## src/rtl/bet_pkg.sv

```systemverilog
`default_nettype none
// +----------------------------------------------------------------------+
// | Module   : bet_pkg                                                   |
// | Purpose  : Shared types and helpers for the multi-seat bet settler.  |
// |            side_t    - wager side encoding (matches bet_side bits)   |
// |            state_t   - round state machine encoding                  |
// |            outcome_t - result of the player/dealer score compare     |
// |            sat_add   - unsigned add clamped to a caller-given max    |
// | Revision : 1.0 - initial release                                     |
// +----------------------------------------------------------------------+
package bet_pkg;

   typedef enum logic [1:0] {
      SIDE_NONE   = 2'b00,
      SIDE_PLAYER = 2'b01,
      SIDE_DEALER = 2'b10,
      SIDE_TIE    = 2'b11
   } side_t;

   typedef enum logic [1:0] {
      OPEN   = 2'd0,
      LOCKED = 2'd1,
      SETTLE = 2'd2,
      DONE   = 2'd3
   } state_t;

   typedef enum logic [1:0] {
      P_WIN = 2'd0,
      D_WIN = 2'd1,
      TIE   = 2'd2
   } outcome_t;

   // 33-bit intermediate so the carry out of the 32-bit add is visible
   function automatic logic [31:0] sat_add(input logic [31:0] a,
                                           input logic [31:0] b,
                                           input logic [31:0] max_val);
      logic [32:0] sum;
      sum = {1'b0, a} + {1'b0, b};
      if (sum > {1'b0, max_val})
         sat_add = max_val;
      else
         sat_add = sum[31:0];
   endfunction

endpackage
`default_nettype wire

```

## src/rtl/seat_payout.sv

```systemverilog
`default_nettype none
// +----------------------------------------------------------------------+
// | Module   : seat_payout                                               |
// | Purpose  : Combinational settlement of one seat's wager.             |
// | Ports    : old_bal  in  BAL_W  balance before settlement             |
// |            amt      in  BET_W  wagered amount                        |
// |            side     in  side_t wagered side                          |
// |            outcome  in  outcome_t round result                       |
// |            new_bal  out BAL_W  balance after settlement              |
// | Revision : 1.0 - initial release                                     |
// +----------------------------------------------------------------------+
module seat_payout
   import bet_pkg::*;
#(
   parameter int BAL_W      = 10,
   parameter int BET_W      = 4,
   parameter int TIE_PAYOUT = 8
) (
   input  logic [BAL_W-1:0] old_bal,
   input  logic [BET_W-1:0] amt,
   input  side_t            side,
   input  outcome_t         outcome,
   output logic [BAL_W-1:0] new_bal
);

   localparam logic [31:0] BAL_MAX = {{(32-BAL_W){1'b0}}, {BAL_W{1'b1}}};

   logic [BET_W+3:0] tie_win;
   logic [31:0]      old32;
   logic [31:0]      delta32;
   logic [31:0]      res32;
   logic             win;
   logic             lose;

   // Tie payout product is formed at BET_W+4 bits; a 4-bit multiplier fits
   assign tie_win = {4'b0000, amt} * (BET_W+4)'(TIE_PAYOUT);
   assign old32   = {{(32-BAL_W){1'b0}}, old_bal};

   always_comb begin
      win     = 1'b0;
      lose    = 1'b0;
      delta32 = {{(32-BET_W){1'b0}}, amt};
      unique case (side)
         SIDE_PLAYER: begin
            win  = (outcome == P_WIN);
            lose = (outcome == D_WIN);
         end
         SIDE_DEALER: begin
            win  = (outcome == D_WIN);
            lose = (outcome == P_WIN);
         end
         SIDE_TIE: begin
            if (outcome == TIE) begin
               win     = 1'b1;
               delta32 = {{(32-BET_W-4){1'b0}}, tie_win};
            end else begin
               lose = 1'b1;
            end
         end
         default: ;
      endcase

      if (win)
         res32 = sat_add(old32, delta32, BAL_MAX);
      else if (lose)
         // Acceptance guarantees amt<=balance; the clamp is a safety net
         res32 = (old32 >= delta32) ? (old32 - delta32) : 32'd0;
      else
         res32 = old32;

      new_bal = res32[BAL_W-1:0];
   end

endmodule
`default_nettype wire

```

## src/rtl/bet_settler.sv

```systemverilog
`default_nettype none
// +----------------------------------------------------------------------+
// | Module   : bet_settler                                               |
// | Purpose  : Multi-seat baccarat wager ledger. Takes one bet per seat  |
// |            while open, locks on round start, and on endround settles |
// |            seats one per clock through a shared payout unit.         |
// | Ports    : slow_clock, resetb (async active-low)                     |
// |            lock, endround, pscore[3:0], dscore[3:0]                  |
// |            bet_valid[SEATS], bet_amt[SEATS*BET_W], bet_side[SEATS*2] |
// |            balance[SEATS*BAL_W], bet_err[SEATS], broke[SEATS]        |
// |            round_open, settle_done                                   |
// | Revision : 1.0 - initial release                                     |
// +----------------------------------------------------------------------+
module bet_settler
   import bet_pkg::*;
#(
   parameter int SEATS      = 2,
   parameter int BAL_W      = 10,
   parameter int BET_W      = 4,
   parameter int START_BAL  = 100,
   parameter int TIE_PAYOUT = 8
) (
   input  logic                   slow_clock,
   input  logic                   resetb,
   input  logic                   lock,
   input  logic                   endround,
   input  logic [3:0]             pscore,
   input  logic [3:0]             dscore,
   input  logic [SEATS-1:0]       bet_valid,
   input  logic [SEATS*BET_W-1:0] bet_amt,
   input  logic [SEATS*2-1:0]     bet_side,
   output logic [SEATS*BAL_W-1:0] balance,
   output logic [SEATS-1:0]       bet_err,
   output logic [SEATS-1:0]       broke,
   output logic                   round_open,
   output logic                   settle_done
);

   localparam int IDX_W = (SEATS > 1) ? $clog2(SEATS) : 1;

   state_t           state;
   state_t           state_nxt;
   outcome_t         outcome_q;
   outcome_t         outcome_now;
   logic [IDX_W-1:0] idx_q;

   logic [BAL_W-1:0] bal_q    [SEATS];
   logic [BET_W-1:0] amt_q    [SEATS];
   side_t            side_q   [SEATS];
   logic [BET_W-1:0] amt_in   [SEATS];
   side_t            side_in  [SEATS];
   logic [SEATS-1:0] accept;
   logic [SEATS-1:0] err_q;
   logic [BAL_W-1:0] payout_bal;

   generate
      for (genvar i = 0; i < SEATS; i++) begin : g_seat
         assign amt_in[i]  = bet_amt[i*BET_W +: BET_W];
         assign side_in[i] = side_t'(bet_side[i*2 +: 2]);
         assign accept[i]  = bet_valid[i] && (side_in[i] != SIDE_NONE) &&
                             (amt_in[i] != '0) &&
                             ({{(32-BET_W){1'b0}}, amt_in[i]} <=
                              {{(32-BAL_W){1'b0}}, bal_q[i]});
         assign balance[i*BAL_W +: BAL_W] = bal_q[i];
         assign broke[i] = (bal_q[i] == '0);
      end
   endgenerate

   assign bet_err     = err_q;
   assign outcome_now = (pscore > dscore) ? P_WIN :
                        (pscore < dscore) ? D_WIN : TIE;

   // Single payout unit shared by all seats, steered by the settle index
   seat_payout #(
      .BAL_W      (BAL_W),
      .BET_W      (BET_W),
      .TIE_PAYOUT (TIE_PAYOUT)
   ) u_payout (
      .old_bal (bal_q[idx_q]),
      .amt     (amt_q[idx_q]),
      .side    (side_q[idx_q]),
      .outcome (outcome_q),
      .new_bal (payout_bal)
   );

   always_ff @(posedge slow_clock or negedge resetb) begin
      if (!resetb)
         state <= OPEN;
      else
         state <= state_nxt;
   end

   always_comb begin
      state_nxt  = state;
      round_open = 1'b0;
      unique case (state)
         OPEN: begin
            round_open = 1'b1;
            if (lock)
               state_nxt = LOCKED;
         end
         LOCKED: begin
            if (endround)
               state_nxt = SETTLE;
         end
         SETTLE: begin
            if (idx_q == IDX_W'(SEATS-1))
               state_nxt = DONE;
         end
         DONE:    state_nxt = OPEN;
         default: state_nxt = OPEN;
      endcase
   end

   always_ff @(posedge slow_clock or negedge resetb) begin
      if (!resetb) begin
         for (int i = 0; i < SEATS; i++) begin
            bal_q[i]  <= BAL_W'(START_BAL);
            amt_q[i]  <= '0;
            side_q[i] <= SIDE_NONE;
         end
         err_q       <= '0;
         outcome_q   <= P_WIN;
         idx_q       <= '0;
         settle_done <= 1'b0;
      end else begin
         err_q       <= '0;
         // Pulse lands in the cycle after DONE, while already back in OPEN
         settle_done <= (state == DONE);
         unique case (state)
            OPEN: begin
               for (int i = 0; i < SEATS; i++) begin
                  if (accept[i]) begin
                     amt_q[i]  <= amt_in[i];
                     side_q[i] <= side_in[i];
                  end else if (bet_valid[i]) begin
                     err_q[i] <= 1'b1;
                  end
               end
            end
            LOCKED: begin
               if (endround) begin
                  outcome_q <= outcome_now;
                  idx_q     <= '0;
               end
            end
            SETTLE: begin
               bal_q[idx_q]  <= payout_bal;
               amt_q[idx_q]  <= '0;
               side_q[idx_q] <= SIDE_NONE;
               idx_q         <= idx_q + 1'b1;
            end
            default: ;
         endcase
      end
   end

endmodule
`default_nettype wire

```

## config.mk

```make
export PLATFORM = sky130hd
export DESIGN_NAME = bet_settler
export DESIGN_NICKNAME = d
export VERILOG_FILES = /design/src/rtl/bet_pkg.sv /design/src/rtl/seat_payout.sv /design/src/rtl/bet_settler.sv
export SDC_FILE = /design/constraint.sdc
export NUM_CORES = 1
export LEC_CHECK = 0
export ABC_AREA = 1
export CAP_MARGIN = 15
export CORE_MARGIN = 5
export CORE_UTILIZATION = 45
export CTS_BUF_LIST = sky130_fd_sc_hd__clkbuf_8
export CTS_CLUSTER_DIAMETER = 80
export DETAILED_ROUTE_END_ITERATION = 10
export GPL_TIMING_DRIVEN = 0
export PLACE_DENSITY = 0.76
export SLEW_MARGIN = 20
export SYNTH_ARGS = -nofsm -noshare
export SYNTH_HDL_FRONTEND = slang
export SYNTH_SLANG_ARGS = --single-unit
export TNS_END_PERCENT = 5
```

## constraint.sdc

```tcl
create_clock -name slow_clock -period 2.9 [get_ports slow_clock]
set_input_delay 0.435 -clock slow_clock [delete_from_list [all_inputs] [get_ports slow_clock]]
set_output_delay 0.435 -clock slow_clock [all_outputs]
set_load 0.005 [all_outputs]
```

**After elaboration in Yosys (flattened, before gate mapping)**

Index checks and enable logic that the tools add are counted.

- Flip-flop bits (word level): 40
- Output and inout bits: 26
- Word-level logic and storage cells: 108
- Input port bits: 26

- Magnitude comparators: 8
- Reduce and logical (&&, ||, !) cells: 22
- $add $sub $neg: 3
- Equal/unequal tests: 13
- Bitwise logic cells: 5
- Muxes and demuxes: 46

Operators with widths:

| operator | number |
|---|---|
| 2-to-1 mux 10 bit | 8 |
| 2-to-1 mux 2 bit | 12 |
| 2-to-1 mux 4 bit | 6 |
| bitwise mux 20 bit | 1 |
| <= comparator 4 x 10 -> 1 bit | 2 |
| zero test 10 bit | 2 |
| one-hot mux 8 bit (2 select lines) | 1 |
| 2-to-1 mux 7 bit | 2 |
| adder 10 x 7 -> 11 bit | 1 |
| greater-than comparator 11 x 10 -> 1 bit, second input constant | 1 |
| demux 10 bit (select 1 bit) | 1 |
| equality test 2 bit, second input constant | 5 |
| >= comparator 10 x 7 -> 1 bit | 1 |
| != test 2 bit, second input constant | 5 |
| subtractor 10 bit | 1 |
| AND 8 bit | 1 |
| 2-to-1 mux 1 bit | 8 |
| NOT 8 bit | 1 |
| one-hot mux 2 bit (4 select lines) | 1 |
| one-hot mux 4 bit (2 select lines) | 1 |
| AND reduction 2 bit | 4 |
| nonzero test 2 bit | 4 |
| nonzero test 4 bit | 2 |
| logical AND 1 bit | 7 |
| 15 further kinds | 19 |

**Depth between registers and ports, before layout**

- Word-level depth: 11
- Mapped depth: 23

**Hierarchy**

A second synthesis with hierarchy kept.

- Cells, all modules: 593
- Area, all modules: 3,826.2 sq um

Modules (own cells, without submodules):

| module | cells each | instances | area an instance (sq um) |
|---|---|---|---|
| bet_settler | 346 | 1 | 2,522.4 |
| seat_payout | 247 | 1 | 1,303.8 |

**Worst setup path after synthesis**

OpenSTA, ideal clock, no wires.

- Path kind: register -> register
- Start point: register idx_q
- End point: register bal_q, in the netlist balance[19]
- Arrival time: 2.487 ns
- Clock period less this slack: 2.604 ns
- Cell stages (with the launch flop): 20
- Path buffers: 0
- Slack: 0.296 ns
- Library setup time: 0.117 ns
- Cell sequence: dfrtp_1 -> inv_1 -> nand2_1 -> nand2_2 -> inv_2 -> nor2_1 -> nand2_1 -> o21ai_0 -> ha_1 -> or2_2 -> nand2_1 -> nor2_2 -> nor2_2 -> nand3_1 -> nand2_2 -> inv_2 -> nand3_1 -> nand2_1 -> nand2_1 -> nand2_1

- Cells in the longest elaborated chain, start to end: 11
- Elaborated cells on any way between the ends: 31

Ends and longest elaborated chain:

| what | RTL line | source |
|---|---|---|
| start: declaration | bet_settler.sv:45 | `logic [IDX_W-1:0] idx_q;` |
| start signal: assignment | bet_settler.sv:151 | `idx_q <= idx_q + 1'b1;` |
| NOT 1 -> 2 bit (implied by the code) * | - |  |
| 2-to-1 mux 2 bit (implied by the code) / 2-to-1 mux 4 bit (equally long branches) (3 in a row) | bet_settler.sv:81, bet_settler.sv:80 |  |
| equality test 2 bit / 2-to-1 mux 7 bit (equally long branches) | seat_payout.sv:43, seat_payout.sv:53 |  |
| 2-to-1 mux 7 bit | seat_payout.sv:43 | `unique case (side)` |
| adder 10 x 7 -> 11 bit (tied with other cells) | bet_pkg.sv:38 | `sum = {1'b0, a} + {1'b0, b};` |
| greater-than comparator 11 x 10 -> 1 bit / 2-to-1 mux 10 bit (equally long branches) | bet_pkg.sv:39, seat_payout.sv:67 |  |
| 2-to-1 mux 10 bit (on tied branches) | bet_pkg.sv:39, seat_payout.sv:65 |  |
| 2-to-1 mux 10 bit | seat_payout.sv:63 | `if (win)` |
| bitwise mux 20 bit * | bet_settler.sv:148 | `bal_q[idx_q] <= payout_bal;` |
| end signal: indexed assignment | bet_settler.sv:118 | `bal_q[i] <= BAL_W'(START_BAL);` |
| end signal: indexed assignment | bet_settler.sv:148 |  |
| end: declaration | bet_settler.sv:47 | `logic [BAL_W-1:0] bal_q [SEATS];` |

Every way passes the cells marked *; elsewhere a longest branch is shown, timed or not. The select of a mux whose other input is x is not followed.
A chain may end at the register's enable or synchronous reset.

**Final worst setup path**

Same ends and word-level chain as after synthesis.

==> results by group <==
Outcome
  • Run status: complete, no violations

CTS
  • Clk slew on worst S/H paths: 90 ps
  • CTS tree: done
  • CTS H-tree lvls: 2
  • Total CTS buffers: 5
  • Clock Sinks: 40
  • Root buf cell: clkbuf_8
  • Clk_lat worst skew: roughly 300 ps
  • Max Buffers Root-to-Sink: 2

Place
  • PortBufs: 51
  • Detailed placement HPWL: 7710 um
  • Pre-CTS WS: -170 ps
  • Placer Congestion: 0.945

Floorplan
  • Core area: 7330 um2
  • Die Ht: 97.4 um
  • Die footprint: between 9000 and 10,000 um2
  • Initial Utilization: 46.9%
  • Ports: 52
  • Num rows: 31
  • Die X: 97.4 um

Synth
  • Warnings, synthesis: 0
  • Post-Syn Area: 3440 um2
  • Yosys top cell area share: 24.8%
  • Syn avg cell area: 6.84 um2
  • Synth area leader: dfrtp_1
  • Post-synthesis cell count: 502
  • Most area-consuming cells after synthesis: dfrtp_1, nand2_1, ha_1, inv_1, nand3_1
  • Most common flop cell mapped by yosys: dfrtp_1
  • Post-synth EDFFs: 0
  • Yosys cell types: 37
  • Async set or reset register ratio after synthesis: 100%
  • Synth Register Bits: 40
  • Register area share after synthesis: 29.4%
  • Synth Net Count: 561

Worst setup path
  • CP Launch Type: flop
  • Kind of cell adding the most delay to the critical path: simple AND/OR/NAND/NOR gates
  • Most common cell on crit path: nand2_1
  • RR Startpoint: idx_q$_DFFE_PN0P_
  • Reg2reg end: balance[19]$_DFFE_PN0P_
  • Worst path cell trace: buf_6, buf_2, o21ai_1, inv_1, ha_1, nand3_1, nand3_1, nand2_1, nand2_1, nand2_1, nand2_1, nand2_1, nand3_1, nand2_1, nand2_1, nand2_1, nand2_1
  • Reg2reg path depth: 17
  • Worst Setup End Kind: flop
  • Max Fanout on Critical Path: 10
  • WP data arrival: 2960 ps
  • Slowest stage delay, CP: 450 ps
  • CP bufs+invs: 3
  • Flop2flop setup slack: 140 ps
  • CP max-delay cell: dfrtp_2
  • CP Depth: 17
  • Setup Crit Path Kind: flop to flop
  • Required time of the critical path: 3100 ps

Flow run
  • Max cap viols: 0

Final layout
  • Sequential cell area: roughly 1000 um2
  • Fraction of layout cells with a size suffix above 1: 16.2%
  • Most frequent cells in the layout: nand2_1, inv_1, clkdlybuf4s50_1
  • Area Overhead vs Synth: 26.7%
  • Diodes inserted: 0
  • Layout Nets: 627
  • Fillers: 677
  • Area of the multi-input gates: 2190 um2
  • Most common cell after layout, fill and taps aside: nand2_1

Detailed routing
  • WL/cell: roughly 15 um
  • WL final: 9980 um
  • Vias per cell: 5.30
  • Drt first pass iters: 5
  • ANT nets after route: 0
  • DR vias: between 3,000 and 4,000
  • DR iter-0 viols: around 220
  • DRC viols: 0

Min path
  • Min-Delay Path Class: flop to flop
  • Min-delay src: balance[12]$_DFFE_PN1P_
  • WHS Endpoint: balance[12]$_DFFE_PN1P_
  • Hold Crit Depth: 2

Power
  • Peak VDD IR: 0.000608 V
  • Overall Power: 5500 uW
  • Leakage: approximately 0.0023 uW
  • Power Dens Cells: 1260 nW/um2

Timing
  • Skew final: 5.27 ps
  • Final slew viol count: 0
  • Fmax: 362 MHz
  • Final setup vio count: 0
  • Fin. Hold Viols: 0
  • Final cycle utilization of the critical path: 95.3%
  • Least-Margin Pin Slew: 729 ps
  • Setup WS post-layout: 137 ps
  • Crit path time final: 2760 ps
  • Relative slew margins: 51.0%
  • Unrepaired setup endpoints after global routing: true

Global routing
  • Initial antenna violation count: 0
  • GR Util All Layers: 20.3%
  • Number of global-route vias before repair: ~3,400
  • First-pass GRT wire length: ~16,000 um
  • Grt ovf: 0
  • Pin count of the biggest net entering global routing: 32
-- where the power goes --
part           internal, uW  total [uW]  leakage, uW  switching (uW)
Sequential              825        1040     0.000496             216
Combinational          1570        4060      0.00171            2490
Clock                   190         403    0.0000510             213
-- what timing repair did --
| action | 4_1_cts | 5_1_grt |
|---|---|---|
| setup endpoints to repair | 20 | 20 |
| pin swaps | 0 | 10 |
| endpoints found under the hold margin | 9 | 0 |
| resized for setup | 8 | 38 |
| gates cloned | 0 | 1 |
| buffers inserted | 1 | 4 |
| hold buffers | 1 | 0 |
-- Yosys cell counts, types with 2 or more instances --
library cell	count
nand2_1	156
inv_1	76
nand3_1	53
dfrtp_1	34
ha_1	31
nor2_1	25
o21ai_0	23
a21oi_1	13
nand4_1	11
buf_2	7
nand2_2	7
dfstp_2	6
xor2_1	6
nor2_2	5
o211ai_1	5
o21ai_1	5
o21ai_2	5
nand3b_1	4
inv_2	3
nor3_1	3
or2_2	3
a21oi_2	2
fa_1	2
mux2i_1	2
nand2_4	2
nand3_2	2
-- through the flow --
stage               instances  utilization, %  hold slack, ps  TNS, ps  area (um2)
floorplan                 502               -             139        0        3440
detailed placement        653            55.7             326    -1750        4090
global route              668            59.4             504     -145        4350
CTS                       663            57.4             493        0        4210
global placement          652            55.5             456    -1170        4070
finish                    668            59.4             490        0        4350
-- sequential cells by signal (all words and copies together) (netlist names) --
name and flops:
settle_done 1, bet_err 2, state 2, outcome_q 2
balance 20, idx_q 1, side_q 4, amt_q 8
-- tightest hold or removal path, cell delays in order (launching register included) --
cell	delay [ps]
dfstp_2	380
nand2_1	60
nand2_1	50
-- cell families after synthesis --
logic type | count (synthesis) | share of synthesized area [%]
simple gates | 276 | 36.3
buf+inv | 89 | 10.2
mux | 2 | 0.583
flops | 40 | 29.4
xor+xnor | 6 | 1.53
compound gates | 56 | 9.58
fa+ha+maj | 33 | 12.5
-- metal layers --
layer / share of wire [%] / vias up / GRT usage [%]
met5: 0 / - / 0
met4: 2.1 / 0 / 7.24
met3: 6.5 / 20 / 4.24
met2: 47 / 133 / 32.4
met1: 44 / 1651 / 27.1
li1: - / 1739 / -
-- layout make-up --
class,count,area share (%)
timing repair buffer,58,13.2
clock inverter,2,0.230
buffer,9,1.41
sequential,40,23.2
multi-input combinational,374,50.3
clock buffer,6,1.90
inverter,80,6.99
tap,99,2.85
-- worst max-delay path by stage --
stage / startpoint / slack (ps) / end
global placement: idx_q$_DFFE_PN0P_ / -130 / balance[17]$_DFFE_PN0P_
detailed placement: idx_q$_DFFE_PN0P_ / -170 / balance[7]$_DFFE_PN0P_
floorplan: idx_q$_DFFE_PN0P_ / 300 / balance[19]$_DFFE_PN0P_
global route: idx_q$_DFFE_PN0P_ / -40 / balance[17]$_DFFE_PN0P_
CTS: idx_q$_DFFE_PN0P_ / 5 / balance[7]$_DFFE_PN0P_
finish: idx_q$_DFFE_PN0P_ / 140 / balance[19]$_DFFE_PN0P_
No activity file was read; power rests on OpenSTA's default activity.
